`config.mk`:
```
export PLATFORM = sky130hd
export DESIGN_NAME = ppu_vga_scan_doubler_flat
export DESIGN_NICKNAME = d
export VERILOG_FILES = /design/src/rtl/ppu_video_pkg.sv /design/src/rtl/ppu_vga_scan_doubler_if.sv /design/src/rtl/ppu_line_buffer.sv /design/src/rtl/ppu_vga_scan_doubler.sv /design/src/flat_wrapper.sv
export SDC_FILE = /design/constraint.sdc
export NUM_CORES = 2
export LEC_CHECK = 0
export CAP_MARGIN = 20
export CORE_MARGIN = 2
export CORE_UTILIZATION = 60
export CTS_CLUSTER_SIZE = 24
export DETAILED_ROUTE_END_ITERATION = 6
export HOLD_SLACK_MARGIN = 0.05
export PLACE_DENSITY = 0.81
export SLEW_MARGIN = 20
export SYNTH_ARGS = -nofsm -noshare
export SYNTH_HDL_FRONTEND = slang
export SYNTH_SLANG_ARGS = --single-unit
```
`constraint.sdc`:
```
create_clock -name clock -period 3.1 [get_ports clock]
set_input_delay 0.62 -clock clock [delete_from_list [all_inputs] [get_ports clock]]
set_output_delay 0.62 -clock clock [all_outputs]
set_load 0.03 [all_outputs]
```
`src/rtl/ppu_video_pkg.sv`:
```
// Shared video constants, colour type, lock states and the 2C02 master palette
// for the PPU -> VGA scan doubler.
package ppu_video_pkg;

    localparam logic [9:0] H_ACTIVE  = 10'd640;
    localparam logic [9:0] H_FRONT   = 10'd16;
    localparam logic [9:0] H_SYNC    = 10'd96;
    localparam logic [9:0] H_BACK    = 10'd48;
    localparam logic [9:0] V_ACTIVE  = 10'd480;
    localparam logic [9:0] V_FRONT   = 10'd10;
    localparam logic [9:0] V_SYNC    = 10'd2;
    localparam logic [9:0] V_BACK    = 10'd33;
    localparam logic [9:0] SRC_WIDTH = 10'd256;
    localparam logic [9:0] H_BORDER  = 10'd64;

    localparam logic [9:0] H_TOTAL  = H_ACTIVE + H_FRONT + H_SYNC + H_BACK;
    localparam logic [9:0] V_TOTAL  = V_ACTIVE + V_FRONT + V_SYNC + V_BACK;
    localparam logic [9:0] HS_START = H_ACTIVE + H_FRONT;
    localparam logic [9:0] HS_END   = HS_START + H_SYNC - 10'd1;
    localparam logic [9:0] VS_START = V_ACTIVE + V_FRONT;
    localparam logic [9:0] VS_END   = VS_START + V_SYNC - 10'd1;
    // Last dot of the doubled image: every source pixel covers two dots.
    localparam logic [9:0] IMG_END  = H_BORDER + SRC_WIDTH + SRC_WIDTH - 10'd1;

    typedef struct packed {
        logic [7:0] r;
        logic [7:0] g;
        logic [7:0] b;
    } rgb24_t;

    typedef enum logic {
        UNLOCKED = 1'b0,
        LOCKED   = 1'b1
    } lock_state_t;

    localparam rgb24_t PALETTE [64] = '{
        24'h7C7C7C, 24'h0000FC, 24'h0000BC, 24'h4428BC, 24'h940084, 24'hA80020, 24'hA81000, 24'h881400,
        24'h503000, 24'h007800, 24'h006800, 24'h005800, 24'h004058, 24'h000000, 24'h000000, 24'h000000,
        24'hBCBCBC, 24'h0078F8, 24'h0058F8, 24'h6844FC, 24'hD800CC, 24'hE40058, 24'hF83800, 24'hE45C10,
        24'hAC7C00, 24'h00B800, 24'h00A800, 24'h00A844, 24'h008888, 24'h000000, 24'h000000, 24'h000000,
        24'hF8F8F8, 24'h3CBCFC, 24'h6888FC, 24'h9878F8, 24'hF878F8, 24'hF85898, 24'hF87858, 24'hFCA044,
        24'hF8B800, 24'hB8F818, 24'h58D854, 24'h58F898, 24'h00E8D8, 24'h787878, 24'h000000, 24'h000000,
        24'hFFFFFF, 24'hA4E4FC, 24'hB8B8F8, 24'hD8B8F8, 24'hF8B8F8, 24'hF8A4C0, 24'hF0D0B0, 24'hFCE0A8,
        24'hF8D878, 24'hD8F878, 24'hB8F8B8, 24'hB8F8D8, 24'h00FCFC, 24'hF8D8F8, 24'h000000, 24'h000000
    };

    function automatic rgb24_t half_intensity(input rgb24_t c);
        return {1'b0, c.r[7:1], 1'b0, c.g[7:1], 1'b0, c.b[7:1]};
    endfunction

endpackage

```
`src/rtl/ppu_vga_scan_doubler_if.sv`:
```
// PPU pixel write bus feeding the scan doubler; the PPU is master.
interface ppu_vga_scan_doubler_if;

    logic       pixelValid;
    logic [5:0] pixelIndex;
    logic [7:0] srcX;
    logic       srcLine;
    logic       frameSync;

    modport master (
        output pixelValid, pixelIndex, srcX, srcLine, frameSync
    );

    modport slave (
        input pixelValid, pixelIndex, srcX, srcLine, frameSync
    );

endinterface

```
`src/rtl/ppu_line_buffer.sv`:
```
// Dual-bank 2x256x6 line store: one write port, one registered read port.
// Unreset contents so it maps onto block RAM.
module ppu_line_buffer (
    input  logic       clock,
    input  logic       wrEn,
    input  logic       wrBank,
    input  logic [7:0] wrAddr,
    input  logic [5:0] wrData,
    input  logic       rdEn,
    input  logic       rdBank,
    input  logic [7:0] rdAddr,
    output logic [5:0] rdData
);

    logic [5:0] mem [512];

    always_ff @(posedge clock) begin
        if (wrEn) begin
            mem[{wrBank, wrAddr}] <= wrData;
        end
        if (rdEn) begin
            rdData <= mem[{rdBank, rdAddr}];
        end
    end

endmodule

```
`src/rtl/ppu_vga_scan_doubler.sv`:
```
// Replays each 256-pixel PPU line twice, pixel-doubled, as 640x480 VGA with
// palette lookup. Optional macro SCANLINE_DIM_EN halves intensity on odd lines.
module ppu_vga_scan_doubler
    import ppu_video_pkg::*;
(
    input  logic                      clock,
    input  logic                      reset,
    ppu_vga_scan_doubler_if.slave     pix,
    input  logic                      vgaStrobe,
    output logic [7:0]                red,
    output logic [7:0]                green,
    output logic [7:0]                blue,
    output logic                      hsync,
    output logic                      vsync,
    output logic                      blank,
    output logic                      locked,
    output logic                      syncSlip
);

    lock_state_t state, stateNext;
    logic        slipNext;
    logic [9:0]  hCount, vCount;
    logic        atOrigin;
    logic        rdBank;

    assign atOrigin = (hCount == '0) && (vCount == '0);
    assign locked   = (state == LOCKED);

    always_comb begin
        stateNext = state;
        slipNext  = 1'b0;
        case (state)
            UNLOCKED: if (pix.frameSync) stateNext = LOCKED;
            LOCKED:   if (pix.frameSync && !atOrigin) slipNext = 1'b1;
        endcase
    end

    always_ff @(posedge clock) begin
        if (reset) begin
            state    <= UNLOCKED;
            syncSlip <= 1'b0;
        end else begin
            state    <= stateNext;
            syncSlip <= slipNext;
        end
    end

    // frameSync realigns in any state and takes priority over a dot advance.
    always_ff @(posedge clock) begin
        if (reset || pix.frameSync) begin
            hCount <= '0;
            vCount <= '0;
        end else if (vgaStrobe) begin
            if (hCount == H_TOTAL - 10'd1) begin
                hCount <= '0;
                vCount <= (vCount == V_TOTAL - 10'd1) ? '0 : vCount + 10'd1;
            end else begin
                hCount <= hCount + 10'd1;
            end
        end
    end

    // The bank opposite the PPU's is captured once per VGA line pair.
    always_ff @(posedge clock) begin
        if (reset) begin
            rdBank <= 1'b0;
        end else if (vgaStrobe && hCount == '0 && !vCount[0]) begin
            rdBank <= ~pix.srcLine;
        end
    end

    logic [9:0] hOff;
    logic [7:0] rdAddr;
    logic       inWindow;
    logic [5:0] rdData;

    assign hOff     = hCount - H_BORDER;
    assign rdAddr   = hOff[8:1];
    assign inWindow = (vCount < V_ACTIVE) && (hCount >= H_BORDER) && (hCount <= IMG_END);

    ppu_line_buffer u_line_buffer (
        .clock  (clock),
        .wrEn   (pix.pixelValid),
        .wrBank (pix.srcLine),
        .wrAddr (pix.srcX),
        .wrData (pix.pixelIndex),
        .rdEn   (vgaStrobe),
        .rdBank (rdBank),
        .rdAddr (rdAddr),
        .rdData (rdData)
    );

    logic unusedBits;
    assign unusedBits = ^{rdData[4], hOff[9], hOff[0]};

    logic winS1, hsS1, vsS1, blankS1;
`ifdef SCANLINE_DIM_EN
    logic oddS1;
`endif

    always_ff @(posedge clock) begin
        if (reset) begin
            winS1   <= 1'b0;
            hsS1    <= 1'b1;
            vsS1    <= 1'b1;
            blankS1 <= 1'b1;
`ifdef SCANLINE_DIM_EN
            oddS1   <= 1'b0;
`endif
        end else if (vgaStrobe) begin
            winS1   <= inWindow;
            hsS1    <= !((hCount >= HS_START) && (hCount <= HS_END));
            vsS1    <= !((vCount >= VS_START) && (vCount <= VS_END));
            blankS1 <= !((hCount < H_ACTIVE) && (vCount < V_ACTIVE));
`ifdef SCANLINE_DIM_EN
            oddS1   <= vCount[0];
`endif
        end
    end

    rgb24_t pixel;

    always_comb begin
        pixel = '0;
        if (winS1 && rdData[5] && state == LOCKED) begin
            pixel = PALETTE[{2'b00, rdData[3:0]}];
        end
`ifdef SCANLINE_DIM_EN
        if (oddS1) begin
            pixel = half_intensity(pixel);
        end
`endif
    end

    always_ff @(posedge clock) begin
        if (reset) begin
            red   <= '0;
            green <= '0;
            blue  <= '0;
            hsync <= 1'b1;
            vsync <= 1'b1;
            blank <= 1'b1;
        end else if (vgaStrobe) begin
            red   <= pixel.r;
            green <= pixel.g;
            blue  <= pixel.b;
            hsync <= hsS1;
            vsync <= vsS1;
            blank <= blankS1;
        end
    end

endmodule

```
`src/flat_wrapper.sv`:
```
// flat-port wrapper written by rule: the top's interface ports become plain ports
module ppu_vga_scan_doubler_flat import ppu_video_pkg::*;
  (clock, reset, vgaStrobe, red, green, blue, hsync, vsync, blank, locked, syncSlip, pix_pixelValid, pix_pixelIndex, pix_srcX, pix_srcLine, pix_frameSync);
  ppu_vga_scan_doubler_if pix_i ();
  input  logic clock;
  input  logic reset;
  input  logic vgaStrobe;
  output logic [7:0] red;
  output logic [7:0] green;
  output logic [7:0] blue;
  output logic hsync;
  output logic vsync;
  output logic blank;
  output logic locked;
  output logic syncSlip;
  input wire logic [$bits(pix_i.pixelValid)-1:0] pix_pixelValid;
  input wire logic [$bits(pix_i.pixelIndex)-1:0] pix_pixelIndex;
  input wire logic [$bits(pix_i.srcX)-1:0] pix_srcX;
  input wire logic [$bits(pix_i.srcLine)-1:0] pix_srcLine;
  input wire logic [$bits(pix_i.frameSync)-1:0] pix_frameSync;
  assign pix_i.pixelValid = pix_pixelValid;
  assign pix_i.pixelIndex = pix_pixelIndex;
  assign pix_i.srcX = pix_srcX;
  assign pix_i.srcLine = pix_srcLine;
  assign pix_i.frameSync = pix_frameSync;
  ppu_vga_scan_doubler u_core (.clock(clock), .reset(reset), .pix(pix_i), .vgaStrobe(vgaStrobe), .red(red), .green(green), .blue(blue), .hsync(hsync), .vsync(vsync), .blank(blank), .locked(locked), .syncSlip(syncSlip));
endmodule
```
==> impl_results.md <==
* Die area at approximately 0.18 mm2
* Worst Skew at 0.0373 ns
* Chip height at 419 um
* GRT Util Overall at between 30 and 40%
* EDFF count, synth at 2,565
* Crit Path Category: reg2reg
* Area of the multi-input gates at roughly 0.024 mm2
* Synth Area in Compound Gates at under 10%
* Maximum vdd ir drop at between 0.0006 and 0.0007 V
* CTS max path bufs at 3
* Min Tclk post-route at 3.33 ns
* Max Cap Viol at 0
* Slowest Stage Delay on Critical Path at about 0.52 ns
* Post-synthesis mux area share at between 10% and 20%
* Antenna violations before repair at 10
* Clk pin slew, worst setup/hold paths at around 0.070 ns
* Clk root buf: clkbuf_16
* Setup TNS at -0.760 ns
* I/O Pins at between 40 and 50
* Worst-margin pin slew at around 0.9 ns
* RSZ-0062 raised after global routing: yes
* Switch Pwr at 14,000 uW
* Post-synthesis cell area at between 0.1 and 0.15 mm2
* TritonCTS Sinks at about 2,600
* Hold Crit Class: in2reg
* Slew Limit Fails at 0
* Internal Pwr Total at 54,500 uW
* Most numerous cell in the Yosys netlist: edfxtp_1
* Leakage power at around 0.039 uW
* DRT Wirelength at about 290,000 um
* Fillcell total at between 9,000 and 10,000
* Highest clock rate at about 300 MHz
* DRT iter0 DRCs at between 9,000 and 10,000
* Max FO, Critical Path at 11
* Worst setup margin at -0.233 ns
* Worst setup EP type: register
* Share of cells above drive strength 1 at just under 30%
* CP required at 3.75 ns
* Sw Ratio at between 20 and 25%
* Post-route DRC violation count at 20
* Startpoint Class: register
* Quantity of I/O buffers inserted on ports at 40
* Synth Area in Adders at less than 1%
* Fin util at roughly 70%
* Critical path cell sequence: buf_12 -> buf_16 -> buf_4 -> mux4_2 -> o21ai_1 -> o221ai_1 -> nor2_1 -> buf_4 -> o32a_1 -> nor2_1 -> a32o_1
* Ys flop type: edfxtp_1
* Pin count of the biggest net entering global routing at between 100 and 150
* Worst hold slack at ~0.11 ns
* Cells after Synth at roughly 5,300
* WL/cell at 33.3 um
* Grt ovf at 0
* Register bit total from synthesis at approximately 2,600
* Synth top area share at 74.6%
* Vias in the first global route at 59,300
* Async SR Flop Fraction at 0%
* Endpoints failing setup at 5
* Starting Density at 60.3%
* Buf+Inv Stages, Crit Path at 4
* Yosys cell types at between 60 and 70
* Top post-synthesis cells by count: edfxtp_1, nor2_1, mux4_2
* DR vias at 59,200
* Clock share of power at 41.1%
* Depth of the CTS H-tree at 4
* First-pass GRT wire length at between 400,000 and 500,000 um
* Largest cells by area after synthesis: edfxtp_1, mux4_2, mux2i_1
* Placed Area at 0.112 mm2
* CP max-delay cell: mux4_2
* Fin area at approximately 0.12 mm2
* Slew HR at between 40% and 50%
* Gate power share at under 10%
* CP arrival at about 4 ns
* Width of the die at around 420 um
* RePlAce Congestion at between 0.8 and 0.9
* Vias per Instance at 6.88
* CTS tree: done
* FP Rows at ~150
* Violated checks: design-rule violations, negative setup slack
* Nets at between 6,000 and 7,000
* Area occupied by registers at slightly below 0.08 mm2
* Layout overhead on the synthesized area at 17.1%
* Sequential share of the synthesized area at between 70% and 80%
* Mean Syn Cell Area at between 15 and 20 um2
* CORE AREA at approximately 0.17 mm2
* Synth Area in Simple Gates at under 10%
* Period Utilization, post-route at 108%
* Power density cells at ~570 mW/mm2
* Crit-path leading delay family: compound AO/OA/AOI/OAI gates
* Drt first pass iters at 7
* Post-synthesis xor/xnor area fraction at less than 1%
* Main combinational cell family by area after synthesis: multiplexers
* Cts bufs inserted at around 240
* Yosys warning count at 0
* Post-detail-place hpwl at 163,000 um
* Fin. Hold Viols at 0
* Outcome: finished with violations
* Area leader, netlist: edfxtp_1
* Clock Latency Late Sink at a little under 0.9 ns
* ANT nets after route at 0
* Sequential share of power at ~57%
repair_timing:
action,CTS,global route
hold buffers,0,0
setup endpoints to repair,5,5
setup buffers,27,20
pin swaps,10,16
gates resized for setup,65,58
gates cloned,7,4
path summary, 6_finish.rpt:
check	start	slack, ns	cells past startpoint	endpoint
worst max-delay path	u_core.hCount[1]$_SDFFE_PP0P_	-0.23	11	u_core.u_line_buffer.rdData[1]$_DFFE_PP_
worst min register to register	u_core.red[6]$_SDFFE_PP0P_	0.46	2	u_core.red[6]$_SDFFE_PP0P_
worst min-delay path	pix_pixelIndex[0]	0.11	1	u_core.u_line_buffer.mem[295][0]$_DFFE_PP_
worst max register to register	u_core.hCount[1]$_SDFFE_PP0P_	-0.23	11	u_core.u_line_buffer.rdData[1]$_DFFE_PP_
stage by stage:
step | worst slack [ns] | cells | power [uW]
after detailed placement | -0.549 | 8098 | 41000
final | -0.233 | 8599 | 68500
after CTS | -0.0616 | 8571 | 68400
after global routing | -0.272 | 8592 | 69800
after global placement | -0.527 | 8098 | 40900
after floorplan | 0.540 | 5263 | 40000
metal layers:
layer | part of all wire [%] | GRT usage [%] | vias up
li1 | - | - | 23000
met1 | 32 | 41.1 | 29600
met2 | 48 | 50.8 | 5367
met3 | 13 | 8.15 | 1138
met4 | 6.6 | 17.4 | 12
met5 | 0.029 | 0 | -
worst reg2reg max path: cells and delay by family (launching register included):
family / cells / cell delay (ns)
DFF: 1 / 0.38
AOI/OAI and AO/OA: 4 / 1.13
buffers and inverters: 4 / 0.81
muxes: 1 / 0.52
and+or+nand+nor: 2 / 0.27
cell type report:
class | count | area share [%]
Clock buffer | 289 | 5.08
Sequential cell | 2611 | 64.5
Inverter | 16 | 0.0559
Antenna cell | 7 | 0.0145
Multi-Input combinational cell | 2284 | 19.5
Clock inverter | 150 | 0.975
Timing Repair Buffer | 932 | 7.49
Tap cell | 2310 | 2.39
registers in the layout, summed over array words and instances, names as in the netlist:
signal / count
u_core.blank: 1
u_core.blankS1: 1
u_core.blue: 5
u_core.green: 5
u_core.hCount: 10
u_core.hsS1: 1
u_core.hsync: 1
u_core.locked: 1
u_core.rdBank: 1
u_core.red: 6
u_core.syncSlip: 1
u_core.u_line_buffer.mem: 2560
u_core.u_line_buffer.rdData: 5
u_core.vCount: 10
u_core.vsS1: 1
u_core.vsync: 1
u_core.winS1: 1
cell usage in the layout (no fill, tap or decap), drive strengths merged, types with 46 or more instances in the layout:
cell type,count
a21oi,64
a221oi,46
a22oi,55
buf,889
clkbuf,293
clkinv,119
dfxtp,46
edfxtp,2565
mux2i,454
mux4,516
nand2,116
nor2,584
o21ai,85
o22ai,75
power by group through the flow:
stage	combinational [uW]	sequential [uW]	clock [uW]
3_3_place_gp	1370	39600	0
2_1_floorplan	477	39600	0
5_1_grt	1600	38800	29400
6_report	1550	38800	28100
4_1_cts	1490	38800	28100
3_5_place_dp	1440	39600	0
kinds of logic (layout without fill, tap and decap cells):
group	count (synthesis)	in the layout
simple gates	825	825
mux	990	990
flops	2611	2611
fa+ha+maj	14	14
xor+xnor	17	17
compound gates	431	431
buf+inv	368	1387
other cells	1	14
Power figures use the tool's default switching activity.
